<file path="src/rtl/apb3_master_bridge.sv">
// apb3_master_bridge
// Converts single-beat valid/ready requests into APB3 SETUP/ACCESS transfers.
// It returns read data, error and timeout status on a valid/ready response port.
// Only one transfer is in flight at a time. A new request is accepted only in IDLE.
module apb3_master_bridge #(
  parameter int DATA_WIDTH     = 32,
  parameter int ADDR_WIDTH     = 8,
  parameter int TIMEOUT_CYCLES = 16
) (
  input  logic                  PCLK,
  input  logic                  PRESETn,
  // request port
  input  logic                  req_valid,
  output logic                  req_ready,
  input  logic                  req_write,
  input  logic [ADDR_WIDTH-1:0] req_addr,
  input  logic [DATA_WIDTH-1:0] req_wdata,
  // response port
  output logic                  rsp_valid,
  input  logic                  rsp_ready,
  output logic [DATA_WIDTH-1:0] rsp_rdata,
  output logic                  rsp_err,
  output logic                  rsp_timeout,
  // APB3 master port
  output logic [ADDR_WIDTH-1:0] PADDR,
  output logic                  PSEL,
  output logic                  PENABLE,
  output logic                  PWRITE,
  output logic [DATA_WIDTH-1:0] PWDATA,
  input  logic [DATA_WIDTH-1:0] PRDATA,
  input  logic                  PREADY,
  input  logic                  PSLVERR
);

  // The wait counter must be able to hold TIMEOUT_CYCLES itself, because it saturates there.
  localparam int CNT_W = $clog2(TIMEOUT_CYCLES + 1);
  localparam logic [CNT_W-1:0] CNT_MAX  = CNT_W'(TIMEOUT_CYCLES);
  // The counter value seen on the TIMEOUT_CYCLES-th ACCESS cycle. The first ACCESS cycle sees 0.
  localparam logic [CNT_W-1:0] CNT_LAST = CNT_W'(TIMEOUT_CYCLES - 1);

  typedef enum logic [1:0] {
    S_IDLE   = 2'd0,
    S_SETUP  = 2'd1,
    S_ACCESS = 2'd2,
    S_RESP   = 2'd3
  } state_t;

  state_t           r_state;
  state_t           w_state_nxt;
  logic [CNT_W-1:0] r_wait_cnt;

  logic w_accept;
  logic w_done;
  logic w_timeout;
  logic w_rsp_take;

  // req_ready comes straight from the state. It therefore reads 1 throughout reset.
  assign req_ready = (r_state == S_IDLE);

  assign w_accept = req_valid && req_ready;

  // The slave completes the ACCESS phase. PSLVERR only matters on this edge.
  assign w_done = (r_state == S_ACCESS) && PREADY;

  // The last permitted ACCESS cycle has PREADY still low. A ready on that same cycle takes priority.
  assign w_timeout = (r_state == S_ACCESS) && !PREADY && (r_wait_cnt == CNT_LAST);

  assign w_rsp_take = (r_state == S_RESP) && rsp_ready;

  // Next-state decode for the transfer sequencer.
  always_comb begin
    w_state_nxt = r_state;
    case (r_state)
      S_IDLE: begin
        if (w_accept) begin
          w_state_nxt = S_SETUP;
        end
      end
      S_SETUP: begin
        w_state_nxt = S_ACCESS;
      end
      S_ACCESS: begin
        if (w_done || w_timeout) begin
          w_state_nxt = S_RESP;
        end
      end
      S_RESP: begin
        if (w_rsp_take) begin
          w_state_nxt = S_IDLE;
        end
      end
      default: begin
        w_state_nxt = S_IDLE;
      end
    endcase
  end

  // State register. Reset drops any in-flight transfer.
  always_ff @(posedge PCLK or negedge PRESETn) begin
    if (!PRESETn) begin
      r_state <= S_IDLE;
    end else begin
      r_state <= w_state_nxt;
    end
  end

  // Count ACCESS cycles that end without PREADY. The count is cleared in SETUP and never wraps.
  always_ff @(posedge PCLK or negedge PRESETn) begin
    if (!PRESETn) begin
      r_wait_cnt <= '0;
    end else if (r_state == S_SETUP) begin
      r_wait_cnt <= '0;
    end else if ((r_state == S_ACCESS) && !PREADY && (r_wait_cnt != CNT_MAX)) begin
      r_wait_cnt <= r_wait_cnt + 1'b1;
    end
  end

  // APB control outputs. Reset forces PSEL/PENABLE low immediately.
  always_ff @(posedge PCLK or negedge PRESETn) begin
    if (!PRESETn) begin
      PSEL    <= 1'b0;
      PENABLE <= 1'b0;
    end else begin
      case (r_state)
        S_IDLE: begin
          PSEL    <= w_accept;
          PENABLE <= 1'b0;
        end
        S_SETUP: begin
          PSEL    <= 1'b1;
          PENABLE <= 1'b1;
        end
        S_ACCESS: begin
          if (w_done || w_timeout) begin
            PSEL    <= 1'b0;
            PENABLE <= 1'b0;
          end
        end
        default: begin
          PSEL    <= 1'b0;
          PENABLE <= 1'b0;
        end
      endcase
    end
  end

  // Address, direction and write data are captured only at the accepting edge.
  // They are held unchanged until the next accept.
  always_ff @(posedge PCLK or negedge PRESETn) begin
    if (!PRESETn) begin
      PADDR  <= '0;
      PWRITE <= 1'b0;
      PWDATA <= '0;
    end else if (w_accept) begin
      PADDR  <= req_addr;
      PWRITE <= req_write;
      PWDATA <= req_write ? req_wdata : '0;
    end
  end

  // Response register: loaded when ACCESS ends and held until consumed.
  always_ff @(posedge PCLK or negedge PRESETn) begin
    if (!PRESETn) begin
      rsp_valid   <= 1'b0;
      rsp_rdata   <= '0;
      rsp_err     <= 1'b0;
      rsp_timeout <= 1'b0;
    end else if (w_done) begin
      rsp_valid   <= 1'b1;
      rsp_rdata   <= PWRITE ? '0 : PRDATA;
      rsp_err     <= PSLVERR;
      rsp_timeout <= 1'b0;
    end else if (w_timeout) begin
      rsp_valid   <= 1'b1;
      rsp_rdata   <= '0;
      rsp_err     <= 1'b1;
      rsp_timeout <= 1'b1;
    end else if (w_rsp_take) begin
      rsp_valid <= 1'b0;
    end
  end

endmodule
</file>
<file path="config.mk">
export PLATFORM = sky130hd
export DESIGN_NAME = apb3_master_bridge
export DESIGN_NICKNAME = d
export VERILOG_FILES = /design/src/rtl/apb3_master_bridge.sv
export SDC_FILE = /design/constraint.sdc
export NUM_CORES = 1
export LEC_CHECK = 0
export ABC_AREA = 1
export CELL_PAD_IN_SITES_DETAIL_PLACEMENT = 0
export CELL_PAD_IN_SITES_GLOBAL_PLACEMENT = 1
export CORE_ASPECT_RATIO = 2
export CORE_MARGIN = 2
export CORE_UTILIZATION = 25
export DETAILED_ROUTE_END_ITERATION = 10
export HOLD_SLACK_MARGIN = 0.12
export PLACE_DENSITY_LB_ADDON = 0.1
export SYNTH_ARGS = -nofsm -noshare
export SYNTH_HDL_FRONTEND = slang
export SYNTH_SLANG_ARGS = --single-unit
export TNS_END_PERCENT = 100
</file>
<file path="constraint.sdc">
create_clock -name PCLK -period 1.8 [get_ports PCLK]
set_input_delay 0.45 -clock PCLK [delete_from_list [all_inputs] [get_ports PCLK]]
set_output_delay 0.45 -clock PCLK [all_outputs]
set_load 0.05 [all_outputs]
</file>
==> results by group, run 1 <==
Critical path
  • Worst-path fanout max: 4
  • Worst Path Arrival: 1.26 ns
  • Flop2flop setup slack: 0.21 ns
  • Cells along the critical path: inv_1 -> ha_1 -> buf_12
  • Setup CP Type: reg2out
  • CP startpoint kind: flip-flop
  • WP data required: 1.35 ns
  • Worst path slowest cell: dfrtp_1
  • Largest stage delay on the critical path: 0.41 ns
  • CP Capture Type: output pin

Clock network
  • Postcts setup bufs: 0
  • Clk sinks: 85
  • CTS H-tree lvls: 3
  • Max Root-Sink Buffers: 2
  • Worst-Skew Late Latency: 0.33 ns
  • Worst-path clk slew: 0.06 ns
  • CTS Root Cell: clkbuf_16
  • CTS tree: built
  • Total CTS buffers: 9

Global route
  • Initial antenna violation count: 0
  • GRT Util Overall: 13.6%
  • Gr ovfl total: 0
  • Global-route wire length before repair: 15900 µm
  • Largest net degree at the start of global routing: 41
  • Vias in the first global route: 3141

Yosys
  • Register bit total from synthesis: 85
  • Syn Area/Cell: 8.77 µm²
  • Netlist area before placement: 3530 µm²
  • Synth cell types: 20
  • Ys async rst share: 100%
  • Mapped Nets: 489
  • Post-synth EDFFs: 0
  • Synth warnings: 0
  • Most used flip-flop cell after synthesis: dfrtp_1
  • Register area share after synthesis: 60.2%
  • Synth Instances: 403

Routing
  • Iter 0 DRT Violations: 99
  • Remaining antenna violation count: 0
  • Wire length per cell: 13.5 µm
  • DRT Wirelength: 10200 µm
  • # DRC: 0
  • First drt pass iteration count: 4
  • Routed vias: 3125
  • Avg Vias per Cell: 4.13

Layout
  • Fin cells: 757
  • Share of cells above drive strength 1: 19.9%
  • Synth-to-layout area growth: 56.0%
  • N_diodes: 0
  • Nets@finish: 650

Place
  • Placed Instances: 741
  • Post-DP HPWL: 7570 µm
  • Placement Setup Slack: 0.0608 ns
  • Count of buffers from port buffering: 157
  • Routability congestion estimate: 0.737

Floorplanning
  • Initial core utilization: 25.4%
  • Row cnt: 61
  • Die area: 15200 µm²
  • I/O pin count: 158
  • Die Wd: 88.1 µm
  • Core area: 13900 µm²
  • Die Span Y: 172 µm

Power and ir drop
  • P per Cell Area: 2060 nW/µm²
  • LEAKAGE: 2.80 nW
  • Overall Power: 11.4 mW
  • Worst vdd ir: 0.884 mV

STA
  • Setup TNS Final: 0 ns
  • Final min period: 1.71 ns
  • Final setup violation count: 0
  • Worst Clk Skew: 0.00595 ns
  • Worst rel slew slack: 76.3%
  • Worst hold slack: 0.470 ns
  • Fmax: 583 MHz
  • Period utilisation layout: 95.3%
  • RSZ-0062 raised after global routing: no
  • Final hold vios: 0
  • Final WS setup: 0.0850 ns
  • Worst-Margin Slew: 0.356 ns
  • Max-slew violations: 0

Outcome
  • Run status: finished, final reports clean

Hold path
  • Hold WC Path Type: reg2reg

Run
  • Max-Cap Viols: 0
[cells in the mapped netlist (3+ instances only)]
master | instances | area share (%)
nand2_1 | 179 | 19
dfrtp_1 | 85 | 60
o21ai_0 | 34 | 4.8
inv_1 | 16 | 1.7
ha_1 | 7 | 2.5
buf_1 | 3 | 0.32
nand3_1 | 43 | 6.1
nand4_1 | 3 | 0.53
nor2_1 | 5 | 0.53
buf_4 | 3 | 0.64
buf_2 | 12 | 1.7
a21oi_1 | 3 | 0.42
[cell type report]
cell class	instances	area, µm²
Fill cell	1480	8380
Sequential cell	85	2130
Timing Repair Buffer	171	1550
Multi-Input combinational cell	278	1230
Tap cell	189	236
Clock buffer	10	229
Inverter	19	71.3
Clock inverter	5	61.3
[metrics by stage]
step | util, % | instance area (µm²)
after floorplan | - | 3530
after global placement | 37.5 | 5210
after detailed placement | 37.5 | 5210
after CTS | 39.7 | 5510
after global routing | 39.7 | 5510
final | 39.7 | 5510
[state kept, by name, indices dropped and copies added (netlist names)]
signal,flops
PENABLE,1
PADDR,8
PSEL,1
rsp_valid,1
r_wait_cnt,5
PWRITE,1
r_state,2
rsp_rdata,32
rsp_timeout,1
PWDATA,32
rsp_err,1
[cell usage in the layout, fill, tap and decap left out, types with 2 or more instances in the layout]
master,instances
a21oi_1,3
buf_12,6
buf_4,87
clkbuf_16,9
clkdlybuf4s50_1,77
clkinvlp_4,3
dfrtp_1,85
ha_1,7
inv_1,16
inv_2,2
nand2_1,177
nand2_2,2
nand3_1,43
nand4_1,3
nor2_1,5
o21ai_0,34
[routing by layer]
| metal | wire length [µm] | up-vias | GRT usage [%] |
|---|---|---|---|
| met3 | 526 | 8 | 3.25 |
| met2 | 5500 | 106 | 24.1 |
| li1 | - | 1591 | - |
| met4 | 165 | 0 | 5.27 |
| met1 | 4010 | 1420 | 15.5 |
| met5 | 0 | - | 0 |
[kinds of logic after synthesis]
family | after synthesis | share of synthesized area [%]
AOI/OAI and AO/OA | 39 | 5.70
xor gates and xnor gates | 1 | 0.248
adders and majority gates | 7 | 2.48
buffers and inverters | 40 | 5.06
DFF | 85 | 60.2
and+or+nand+nor | 231 | 26.3
[worst max-delay path, delay by kind of cell, from the launching register on]
| family | cells | cell delay [ns] |
|---|---|---|
| buffers and inverters | 2 | 0.26 |
| DFF | 1 | 0.41 |
| adders and majority gates | 1 | 0.26 |
[report_power, final]
part	internal (mW)	switching [mW]	total (mW)
combinational	1.87	4.40	6.26
clock	1.07	0.756	1.83
sequential	2.77	0.510	3.28
[path summary, 6_finish.rpt]
check / start / endpoint / depth (start not counted)
hold reg to reg: rsp_rdata[30] / rsp_rdata[30] / 2
max in group asynchronous: PRESETn / rsp_rdata[30] / 3
min in group asynchronous: PRESETn / r_wait_cnt[3] / 2
setup / recovery: r_state[0] / req_ready / 3
hold / removal: rsp_rdata[30] / rsp_rdata[30] / 2
setup reg to reg: r_wait_cnt[1] / r_state[1] / 9
[what timing repair did]
action,in CTS,in global routing
setup endpoints to repair,0,2
hold buffers,1,0
endpoints found under the hold margin,21,0
resized for setup,0,1
Power figures use the tool's default switching activity.
==> inputs of run 2 (changes only) <==
--- a/config.mk
+++ b/config.mk
@@ -13,7 +13,7 @@
 export CORE_UTILIZATION = 25
 export DETAILED_ROUTE_END_ITERATION = 10
 export HOLD_SLACK_MARGIN = 0.12
-export PLACE_DENSITY_LB_ADDON = 0.1
+export PLACE_DENSITY_LB_ADDON = 0.15
 export SYNTH_ARGS = -nofsm -noshare
 export SYNTH_HDL_FRONTEND = slang
 export SYNTH_SLANG_ARGS = --single-unit
==> results by group, run 2 (synthesis results as in run 1) <==
Floorplanning
  • Die Wd: 88.1 µm (unchanged)
  • Row cnt: 61 (unchanged)
  • Core area: 13900 µm² (unchanged)
  • I/O pin count: 158 (unchanged)
  • Initial core utilization: 25.4% (unchanged)
  • Die Span Y: 172 µm (unchanged)
  • Die area: 15200 µm² (unchanged)

Critical path
  • Setup CP Type: reg2out
  • R2R depth: 9 (unchanged)
  • WP data required: 1.35 ns (about the same)
  • CP Capture Type: output pin
  • CP startpoint kind: flip-flop
  • Worst Path Arrival: 1.24 ns (-0.02 ns)
  • Worst-path fanout max: 4 (unchanged)

Place
  • Placed Instances: 737 (-0.54%)
  • Count of buffers from port buffering: 157 (unchanged)
  • Placement Setup Slack: 0.110 ns (+0.0490 ns)
  • Post-DP HPWL: 7550 µm (-0.20%)
  • Routability congestion estimate: 0.735 (-0.22%)
  • Cell Area, Placed: 5180 µm² (-0.58%)

Clock network
  • CTS Root Cell: clkbuf_16
  • Postcts setup bufs: 0 (unchanged)
  • Max Root-Sink Buffers: 2 (unchanged)
  • Clk sinks: 85 (unchanged)
  • CTS tree: built
  • CTS H-tree lvls: 3 (unchanged)
  • Worst-Skew Late Latency: 0.34 ns (about the same)
  • Worst-path clk slew: 0.06 ns (about the same)
  • Total CTS buffers: 9 (unchanged)

Routing
  • Routed vias: 3154 (+0.93%)
  • # DRC: 0 (unchanged)
  • Avg Vias per Cell: 4.19 (+1.6%)
  • Iter 0 DRT Violations: 128 (+29%)
  • Wire length per cell: 13.5 µm (+0.49%)
  • DRT Wirelength: 10200 µm (-0.18%)
  • First drt pass iteration count: 4 (unchanged)
  • Remaining antenna violation count: 0 (unchanged)

STA
  • Final setup violation count: 0 (unchanged)
  • Final min period: 1.69 ns (-0.0246 ns)
  • Fmax: 592 MHz (+1.5%)
  • Setup TNS Final: 0 ns (unchanged)
  • Worst rel slew slack: 77.2% (+0.93 points)
  • Final hold vios: 0 (unchanged)
  • Worst hold slack: 0.473 ns (+0.00315 ns)
  • Worst Clk Skew: 0.00742 ns (+0.00147 ns)
  • Period utilisation layout: 93.9% (-1.4 points)
  • Max-slew violations: 0 (unchanged)
  • RSZ-0062 raised after global routing: no
  • Worst-Margin Slew: 0.342 ns (-0.0139 ns)
  • Final WS setup: 0.110 ns (+0.0246 ns)

Layout
  • Share of cells above drive strength 1: 19.4% (-0.53 points)
  • Area of the multi-input gates: 1230 µm² (unchanged)
  • Reg area: 2130 µm² (unchanged)
  • Fin cells: 752 (-0.66%)
  • Final Util: 39.6% (-0.072 points)
  • Commonest non-fill, non-tap cell in the layout: nand2_1
  • Final-layout fill cell count: 1456 (-1.6%)
  • Synth-to-layout area growth: 55.7%
  • Nets@finish: 646 (-0.62%)
  • Commonest non-fill, non-tap cells in the layout: 178 x nand2_1, 85 x dfrtp_1, 83 x buf_4, 77 x clkdlybuf4s50_1, 43 x nand3_1
  • Biggest regs: PWDATA (32), rsp_rdata (32), PADDR (8)
  • Final Cell Area: 5500 µm² (-0.18%)
  • N_diodes: 0 (unchanged)

Global route
  • Vias in the first global route: 3172 (+0.99%)
  • GRT Util Overall: 13.8% (+0.19 points)
  • Global-route wire length before repair: 16000 µm (+0.35%)
  • Largest net degree at the start of global routing: 45 (+9.8%)
  • Gr ovfl total: 0 (unchanged)
  • Initial antenna violation count: 0 (unchanged)

Power and ir drop
  • LEAKAGE: 2.80 nW (about the same)
  • Overall Power: 11.5 mW (+1.2%)
  • P per Cell Area: 2090 nW/µm² (+1.4%)
  • Worst vdd ir: 0.758 mV (-14%)

Hold path
  • Hold WC Path Type: reg2reg
  • Cell count of the worst hold path: 2 (unchanged)

Run
  • Max-Cap Viols: 0 (unchanged)

Outcome
  • Run status: finished, final reports clean
run 2: layout make-up:
type	count	share of cell area, %
Inverter	19	1.30
Multi-Input combinational cell	278	22.4
Clock inverter	5	1.55
Sequential cell	85	38.7
Clock buffer	9	4.09
Timing Repair Buffer	167	27.7
Tap cell	189	4.30
run 2: worst paths after layout:
| path | to | slack (ns) | from |
|---|---|---|---|
| worst max-delay path | req_ready | 0.11 | r_state[0] |
| worst min-delay path | rsp_rdata[3] | 0.47 | rsp_rdata[3] |
| worst max register to register | r_state[1] | 0.20 | r_wait_cnt[0] |
| max in group asynchronous | rsp_rdata[0] | 0.64 | PRESETn |
| min in group asynchronous | PADDR[4] | 0.56 | PRESETn |
| worst min register to register | rsp_rdata[3] | 0.47 | rsp_rdata[3] |
run 2: worst max-delay path, stage by stage, from the launching register on:
cell,delay [ns]
dfrtp_1,0.42
inv_1,0.10
ha_2,0.24
buf_12,0.15
run 2: repair_timing:
action	4_1_cts	5_1_grt
gates resized for setup	0	1
endpoints found under the setup margin	0	1
hold buffers	1	0
hold endpoints to repair	21	0
run 2: layer usage:
layer  vias to the layer above  part of all wire (%)  track usage, %
met4                         0                   3.2            6.85
li1                       1586                     -               -
met5                         -                     0               0
met1                      1432                    37            14.6
met3                        18                   7.0            3.48
met2                       118                    53            24.7
run 2: report_power, final:
part	internal [mW]	switching [mW]	total, mW
Sequential	2.77	0.501	3.27
Clock	1.21	0.769	1.98
Combinational	1.84	4.42	6.26
Total	5.82	5.69	11.5
